===== src/rtl/mw_pkg.sv =====
// mw_pkg: shared definitions for the microwave countdown timer.
//   state_e           : timer FSM states (IDLE, SET, RUN)
//   BCD_W             : width of one BCD digit
//   BCD_MAX           : largest legal BCD digit value
//   DIGIT_INVALID_MIN : first keypad code that is not a BCD digit
package mw_pkg;

    typedef enum logic [1:0] {
        ST_IDLE = 2'd0,
        ST_SET  = 2'd1,
        ST_RUN  = 2'd2
    } state_e;

    localparam int             BCD_W             = 4;
    localparam logic [BCD_W-1:0] BCD_MAX         = 4'd9;
    localparam logic [BCD_W-1:0] DIGIT_INVALID_MIN = 4'd10;

endpackage


===== src/rtl/bcd_down_digit.sv =====
// bcd_down_digit: one BCD digit register of the countdown chain.
//   clk_i      : system clock, rising edge
//   rst_i      : synchronous active-high reset, clears the digit
//   clr_i      : synchronous clear (highest priority after reset)
//   ld_i       : load ld_val_i into the digit
//   ld_val_i   : value to load
//   dec_i      : decrement enable; at 0 the digit wraps to RELOAD
//   q_o        : current digit value
//   borrow_o   : high while the digit is 0 (a decrement here borrows)
module bcd_down_digit
    import mw_pkg::*;
#(
    parameter logic [BCD_W-1:0] RELOAD = BCD_MAX
) (
    input  logic             clk_i,
    input  logic             rst_i,
    input  logic             clr_i,
    input  logic             ld_i,
    input  logic [BCD_W-1:0] ld_val_i,
    input  logic             dec_i,
    output logic [BCD_W-1:0] q_o,
    output logic             borrow_o
);

    logic [BCD_W-1:0] q_q;
    logic [BCD_W-1:0] q_d;

    always_comb begin
        q_d = q_q;
        if (clr_i) begin
            q_d = '0;
        end else if (ld_i) begin
            q_d = ld_val_i;
        end else if (dec_i) begin
            q_d = (q_q == '0) ? RELOAD : (q_q - 4'd1);
        end
    end

    always_ff @(posedge clk_i) begin
        if (rst_i) begin
            q_q <= '0;
        end else begin
            q_q <= q_d;
        end
    end

    assign q_o      = q_q;
    assign borrow_o = (q_q == '0);

endmodule


===== src/rtl/mw_timer.sv =====
// mw_timer: microwave cook-time countdown (MM:SS, four BCD digits).
//   clk                : system clock, rising edge
//   rst                : synchronous active-high reset
//   tick_1hz           : one-cycle pulse per second
//   clearn             : keypad clear, active-low
//   load / digit       : keypad strobe and BCD digit (10-15 ignored)
//   mag_on             : magnetron running; entry locked out, counting enabled
//   min_tens..sec_ones : current time, BCD
//   timer_done         : high while the time is 00:00
//   done_pulse         : one-cycle pulse when a countdown reaches 00:00
module mw_timer
    import mw_pkg::*;
#(
    parameter logic [3:0] SEC_TENS_RELOAD = 4'd5
) (
    input  logic       clk,
    input  logic       rst,
    input  logic       tick_1hz,
    input  logic       clearn,
    input  logic       load,
    input  logic [3:0] digit,
    input  logic       mag_on,
    output logic [3:0] min_tens,
    output logic [3:0] min_ones,
    output logic [3:0] sec_tens,
    output logic [3:0] sec_ones,
    output logic       timer_done,
    output logic       done_pulse
);

    state_e state_q, state_d;
    logic   done_pulse_q, done_pulse_d;

    logic   clr;
    logic   key_ok;
    logic   tick_run;
    logic   so_bor, st_bor, mo_bor, mt_bor;
    logic   at_one;

    assign clr    = !clearn;
    // Entry is locked while the magnetron runs; clear outranks entry.
    assign key_ok = load && !mag_on && (digit < DIGIT_INVALID_MIN);
    // Pause wins over a tick arriving as mag_on drops.
    assign tick_run = tick_1hz && mag_on && (state_q == ST_RUN);

    // Borrow chain: a digit decrements only when every lower digit is 0.
    bcd_down_digit #(.RELOAD(BCD_MAX)) u_sec_ones (
        .clk_i(clk), .rst_i(rst), .clr_i(clr), .ld_i(key_ok), .ld_val_i(digit),
        .dec_i(tick_run), .q_o(sec_ones), .borrow_o(so_bor)
    );

    bcd_down_digit #(.RELOAD(SEC_TENS_RELOAD)) u_sec_tens (
        .clk_i(clk), .rst_i(rst), .clr_i(clr), .ld_i(key_ok), .ld_val_i(sec_ones),
        .dec_i(tick_run && so_bor), .q_o(sec_tens), .borrow_o(st_bor)
    );

    bcd_down_digit #(.RELOAD(BCD_MAX)) u_min_ones (
        .clk_i(clk), .rst_i(rst), .clr_i(clr), .ld_i(key_ok), .ld_val_i(sec_tens),
        .dec_i(tick_run && so_bor && st_bor), .q_o(min_ones), .borrow_o(mo_bor)
    );

    bcd_down_digit #(.RELOAD(BCD_MAX)) u_min_tens (
        .clk_i(clk), .rst_i(rst), .clr_i(clr), .ld_i(key_ok), .ld_val_i(min_ones),
        .dec_i(tick_run && so_bor && st_bor && mo_bor), .q_o(min_tens), .borrow_o(mt_bor)
    );

    // The only decrement that lands on 00:00 is the one from 00:01.
    assign at_one = mt_bor && mo_bor && st_bor && (sec_ones == 4'd1);

    always_comb begin
        state_d      = state_q;
        done_pulse_d = 1'b0;
        if (clr) begin
            state_d = ST_IDLE;
        end else if (key_ok) begin
            // Time after the shift; old min_tens drops off the top.
            state_d = ({min_ones, sec_tens, sec_ones, digit} != '0) ? ST_SET : ST_IDLE;
        end else begin
            unique case (state_q)
                ST_SET: begin
                    if (mag_on) state_d = ST_RUN;
                end
                ST_RUN: begin
                    if (!mag_on) begin
                        state_d = ST_SET;
                    end else if (tick_1hz && at_one) begin
                        state_d      = ST_IDLE;
                        done_pulse_d = 1'b1;
                    end
                end
                default: state_d = ST_IDLE;
            endcase
        end
    end

    always_ff @(posedge clk) begin
        if (rst) begin
            state_q      <= ST_IDLE;
            done_pulse_q <= 1'b0;
        end else begin
            state_q      <= state_d;
            done_pulse_q <= done_pulse_d;
        end
    end

    assign timer_done = mt_bor && mo_bor && st_bor && so_bor;
    assign done_pulse = done_pulse_q;

endmodule


===== config.mk =====
export PLATFORM = sky130hd
export DESIGN_NAME = mw_timer
export DESIGN_NICKNAME = d
export VERILOG_FILES = /design/src/rtl/mw_pkg.sv /design/src/rtl/bcd_down_digit.sv /design/src/rtl/mw_timer.sv
export SDC_FILE = /design/constraint.sdc
export NUM_CORES = 1
export LEC_CHECK = 0
export BUFFER_PORTS_ARGS = -buffer_cell sky130_fd_sc_hd__buf_2
export CORE_UTILIZATION = 54
export CTS_BUF_LIST = sky130_fd_sc_hd__clkbuf_8
export DETAILED_ROUTE_END_ITERATION = 8
export GPL_ROUTABILITY_DRIVEN = 0
export GPL_TIMING_DRIVEN = 0
export HOLD_SLACK_MARGIN = 0.02
export PLACE_DENSITY = 0.83
export SLEW_MARGIN = 20
export SYNTH_ARGS = -nofsm -noshare
export SYNTH_HDL_FRONTEND = slang
export SYNTH_SLANG_ARGS = --single-unit

===== constraint.sdc =====
create_clock -name clk -period 2.1 [get_ports clk]
set_input_delay 0.42 -clock clk [delete_from_list [all_inputs] [get_ports clk]]
set_output_delay 0.42 -clock clk [all_outputs]
set_load 0.1 [all_outputs]

Word-level counts from Yosys, hierarchy flattened --
Cells that the tools add are included.
Storage, ports and cells: flip-flop bits (word level) 19, bits of input ports 10, output and inout bits 18, logic and storage cells 63
Operators by class: add/sub/neg operators 4, order comparisons 1, equality and inequality tests 5, multiplexer cells 19, bitwise gates (word level) 3, reductions and logical operators 25
Operators with widths (count):
- 2-to-1 mux 4 bit | 12
- zero test 4 bit | 4
- nonzero test 16 bit | 1
- subtractor 4 x 1 -> 4 bit, second input constant | 4
- logical AND 1 bit | 12
- 2-to-1 mux 2 bit | 4
- nonzero test 2 bit | 4
- OR reduction 5 bit | 1
- equality test 4 x 1 -> 1 bit, second input constant | 1
- less-than comparator 4 bit, second input constant | 1
- != test 4 x 3 -> 1 bit, second input constant | 1
- one-hot mux 2 bit (2 select lines) | 1
- != test 3 bit, second input constant | 1
- inverter 1 bit | 3
- equality test 2 x 1 -> 1 bit, second input constant | 1
- equality test 2 bit, second input constant | 1
- 2-to-1 mux 1 bit | 2
- AND reduction 2 bit | 1
- OR reduction 2 bit | 1
- zero test 1 bit | 1

Logic depth before layout (Yosys ltp) --
word-level depth 9, gate-level depth with buffers 6, mapped depth without buffers 4

By module --
A second synthesis with hierarchy kept.
Unflattened totals: cell total of the unflattened synthesis 132, area, all modules 1149.9 um2
By module, submodules not included:
- bcd_down_digit (u_min_ones ...) | times used 3, cells each 25, area an instance 224.0 um2, seq. area each 80.1 um2
- mw_timer | times used 1, cells each 33, area an instance 259.0 um2, seq. area each 60.1 um2
- bcd_down_digit (u_sec_tens) | times used 1, cells each 24, area an instance 219.0 um2, seq. area each 80.1 um2

Worst setup path before layout --
No wires, ideal clock.
path type flip-flop to output port, start point register u_sec_tens.q_q[0] (netlist: u_sec_tens.q_o[0]), end point output port timer_done, arrival 2.773 ns, data required time 1.680 ns, path slack -1.093 ns, stages on the path, launching flop included 5, path buffers 1, cell sequence dfxtp_1 > buf_2 > nor4_1 > nand4_1 > nor2_1
On the way: word-level cells in the longest chain between the ends 3
RTL lines:
- start: declaration | line bcd_down_digit.sv:25 | logic [BCD_W-1:0] q_q;
- start signal: assignment | line bcd_down_digit.sv:43 | q_q <= q_d;
- zero test 4 bit | line bcd_down_digit.sv:48 | assign borrow_o = (q_q == '0);
- logical AND 1 bit (2 in a row) | line mw_timer.sv:106 | assign timer_done = mt_bor && mo_bor && st_bor && so_bor;
- end: declaration | line mw_timer.sv:27 | output logic timer_done,
No other way between the ends.

Worst setup path after layout --
start point register u_min_tens.q_q[0] (netlist: u_min_tens.q_o[0]), end point output port timer_done
On the way: word-level cells in the longest chain between the ends 4
RTL lines (line):
- start: declaration | bcd_down_digit.sv:25
- start signal: assignment | bcd_down_digit.sv:43
- zero test 4 bit | bcd_down_digit.sv:48
- logical AND 1 bit (3 in a row) | mw_timer.sv:106
No other way between the ends.

==> impl_metrics.json <==
{
  "run_status": "finished, final reports clean",
  "ios": 28,
  "drt_iter0_drc": 45,
  "hpwl_um": 2220,
  "viasPerCell": 6.54,
  "grt_max_degree": 11,
  "ant_nets": 0,
  "slew_violations": 0,
  "whs_path_depth": 2,
  "diodes": 0,
  "regToRegSetupSlack_ps": 210,
  "cpPeakStageDelay_ps": 410,
  "critPathLaunch": "u_min_tens.q_o[0]",
  "ys_seq_area_share_pct": 33.1,
  "layout_min_cycle_time_ps": 2010,
  "drt_first_pass_iters": 4,
  "start_kind": "flop",
  "num_rows": 16,
  "relSlewSlack_pct": 54.1,
  "grt_remaining_overflow": 0,
  "postLayoutCellArea_um2": 1420,
  "vias": 1301,
  "fp.dieW_um": 48.1,
  "nets": 183,
  "final_common_cell": "buf_2",
  "start_util_pct": 58.0,
  "fp.coreArea_um2": 1980,
  "synth_nets": 153,
  "synth.area.mux_share_pct": 1.74,
  "syn_avg_cell_area_um2": 8.03,
  "clock_latency_ps": 260,
  "ys.flop_type": "dfxtp_1",
  "reg2reg_depth": 4,
  "syn_to_final_growth_pct": 23.9,
  "r2r-start": "u_sec_ones.q_o[2]",
  "leakage_nw": 0.552,
  "clk_pin_slew_ps": 70,
  "setup_viol": 0,
  "postPlaceCellArea_um2": 1350,
  "synth_top_family_by_area": "simple AND/OR/NAND/NOR gates",
  "whs_ps": 397,
  "ys_types": 43,
  "tightestPinTransition_ps": 684,
  "cts_tree": "yes",
  "mostFrequentLayoutCells": "26 x buf_2, 10 x nand2_1, 10 x o21ai_0, 10 x a21oi_1, 9 x dfxtp_2",
  "wl_per_cell_um": 16.0,
  "synthSimpleGateAreaFrac_pct": 34.6,
  "min_from": "mag_on",
  "grt_pass1_vias": 1097,
  "wl_um": 3190,
  "drive_above_1_share_pct": 32.0,
  "htreeDepth": 1,
  "synthAdderAreaFrac_pct": 0,
  "max_cap_viol_count": 0,
  "synthesis.area_um2": 1150,
  "yosys.area.top_type_share_pct": 33.1,
  "worstPathArrival_ps": 1590,
  "fmax_mhz": 499,
  "crit_required_ps": 1680,
  "grt_pass1_wl_um": 4990,
  "cts_buffer_depth": 2,
  "io_buffers": 27,
  "remaining_drc_errors": 0,
  "crit_type": "reg -> out",
  "synth.largest_area_cell": "dfxtp_1",
  "die_height_um": 48.1,
  "rsz0062_at_grt": "false",
  "clock_sinks": 19,
  "finalClockSkew_ps": 7.86,
  "hold_viol_final": 0,
  "hold_buffers": 0,
  "synth_edf_count": 0,
  "root_buffer": "clkbuf_8",
  "critical_path.endpoint_type": "output port",
  "fill_cells": 167,
  "min_to": "state_q[0]",
  "powerDensity_nw_per_um2": 563,
  "dieArea_um2": 2320,
  "peakVddDrop_uv": 471,
  "critPathSlowestCell": "or3_1",
  "reg2reg_to": "done_pulse",
  "worstPathCellList": "or3_1, or2_4, nor2_4, buf_12",
  "track_usage_pct": 31.2,
  "crit_fanout": 6,
  "synth-compound-area-share_pct": 22.4,
  "async_flop_share_pct": 0,
  "synth-seq-cells": 19,
  "ys_warn_count": 0,
  "syn_inst": 143,
  "hold_path_class": "in -> reg",
  "antenna_found_initial": 0,
  "synth-xor-area-share_pct": 3.05,
  "synth_area_leaders": "dfxtp_1 33%, a21oi_1 4.4%, nor4_1 4.4%",
  "min_period_over_period_pct": 95.5,
  "cts_buffers": 3
}
routing by layer:
metal / track usage, % / wire length [µm] / share of wire (%) / up-vias
li1: - / - / - / 617
met1: 38.5 / 1350 / 42 / 621
met2: 51.1 / 1540 / 48 / 50
met3: 6.30 / 224 / 7.0 / 13
met4: 16.1 / 76 / 2.4 / 0
met5: 2.50 / 0 / 0 / -
Yosys cell counts (all sizes together) (2+ instances only):
cell     number
o31ai         2
nor2b         2
o21ai        11
a211oi        5
a21oi        10
xor2          3
mux2i         2
dfxtp        19
clkbuf        9
buf           2
inv           2
o2111ai       2
or3           3
nand4         4
nand2b        2
nor2          9
or4           5
a31oi         3
nor4          9
nand3         8
nand4b        3
or2           3
nand2        10
area by class of cell:
class / instances / area, µm² / area share (%)
flip-flops and latches: 19 / 407 / 28.6
clock buffers: 3 / 41.3 / 2.90
plain buffers: 8 / 30.0 / 2.11
clock inverters: 1 / 3.75 / 0.264
inverters: 2 / 7.51 / 0.528
multi-input cells: 111 / 742 / 52.2
well taps: 27 / 33.8 / 2.37
repair buffers: 28 / 158 / 11.1
cell families after synthesis:
logic type | count (synthesis)
and+or+nand+nor | 65
AOI/OAI and AO/OA | 40
DFF | 19
buffers and inverters | 13
xor gates and xnor gates | 4
muxes | 2
through the flow:
step                total power, mW  setup WS (ps)  setup TNS (ps)  cells  util (%)
finish                        0.801           94.5               0    199      71.8
global route                  0.831           57.5               0    199      71.8
CTS                           0.800           4.79               0    202      72.3
detailed placement            0.535          -71.6           -97.8    197      68.2
global placement              0.532          -35.9           -55.1    197      68.2
floorplan                     0.498          -39.1           -39.1    143         -
how the worst max path moves through the flow:
stage	end	cells past startpoint	slack, ps
global route	timer_done	4	60
floorplan	timer_done	4	-40
CTS	timer_done	4	5
finish	timer_done	4	90
detailed placement	timer_done	5	-70
global placement	timer_done	5	-40
power breakdown:
group	internal [mW]	switching, mW
clock network	0.130	0.122
logic	0.0559	0.121
registers	0.362	0.0110
repair_timing:
action                                  4_1_cts  5_1_grt
pin swaps                                     1        3
buffers inserted                              1        0
gates resized for setup                       6        2
endpoints found under the setup margin        1        1
critical path: cells and delay by family, from the launching register on:
kind / cells / cell delay, ps
flops: 1 / 360
simple gates: 3 / 780
buf+inv: 1 / 180
sequential cells by signal (all words and copies together), names as in the netlist:
register        cells
state_q             2
u_sec_ones.q_o      4
done_pulse          1
u_min_ones.q_o      4
u_sec_tens.q_o      4
u_min_tens.q_o      4
Note: power is estimated with default switching activity, not from simulation.
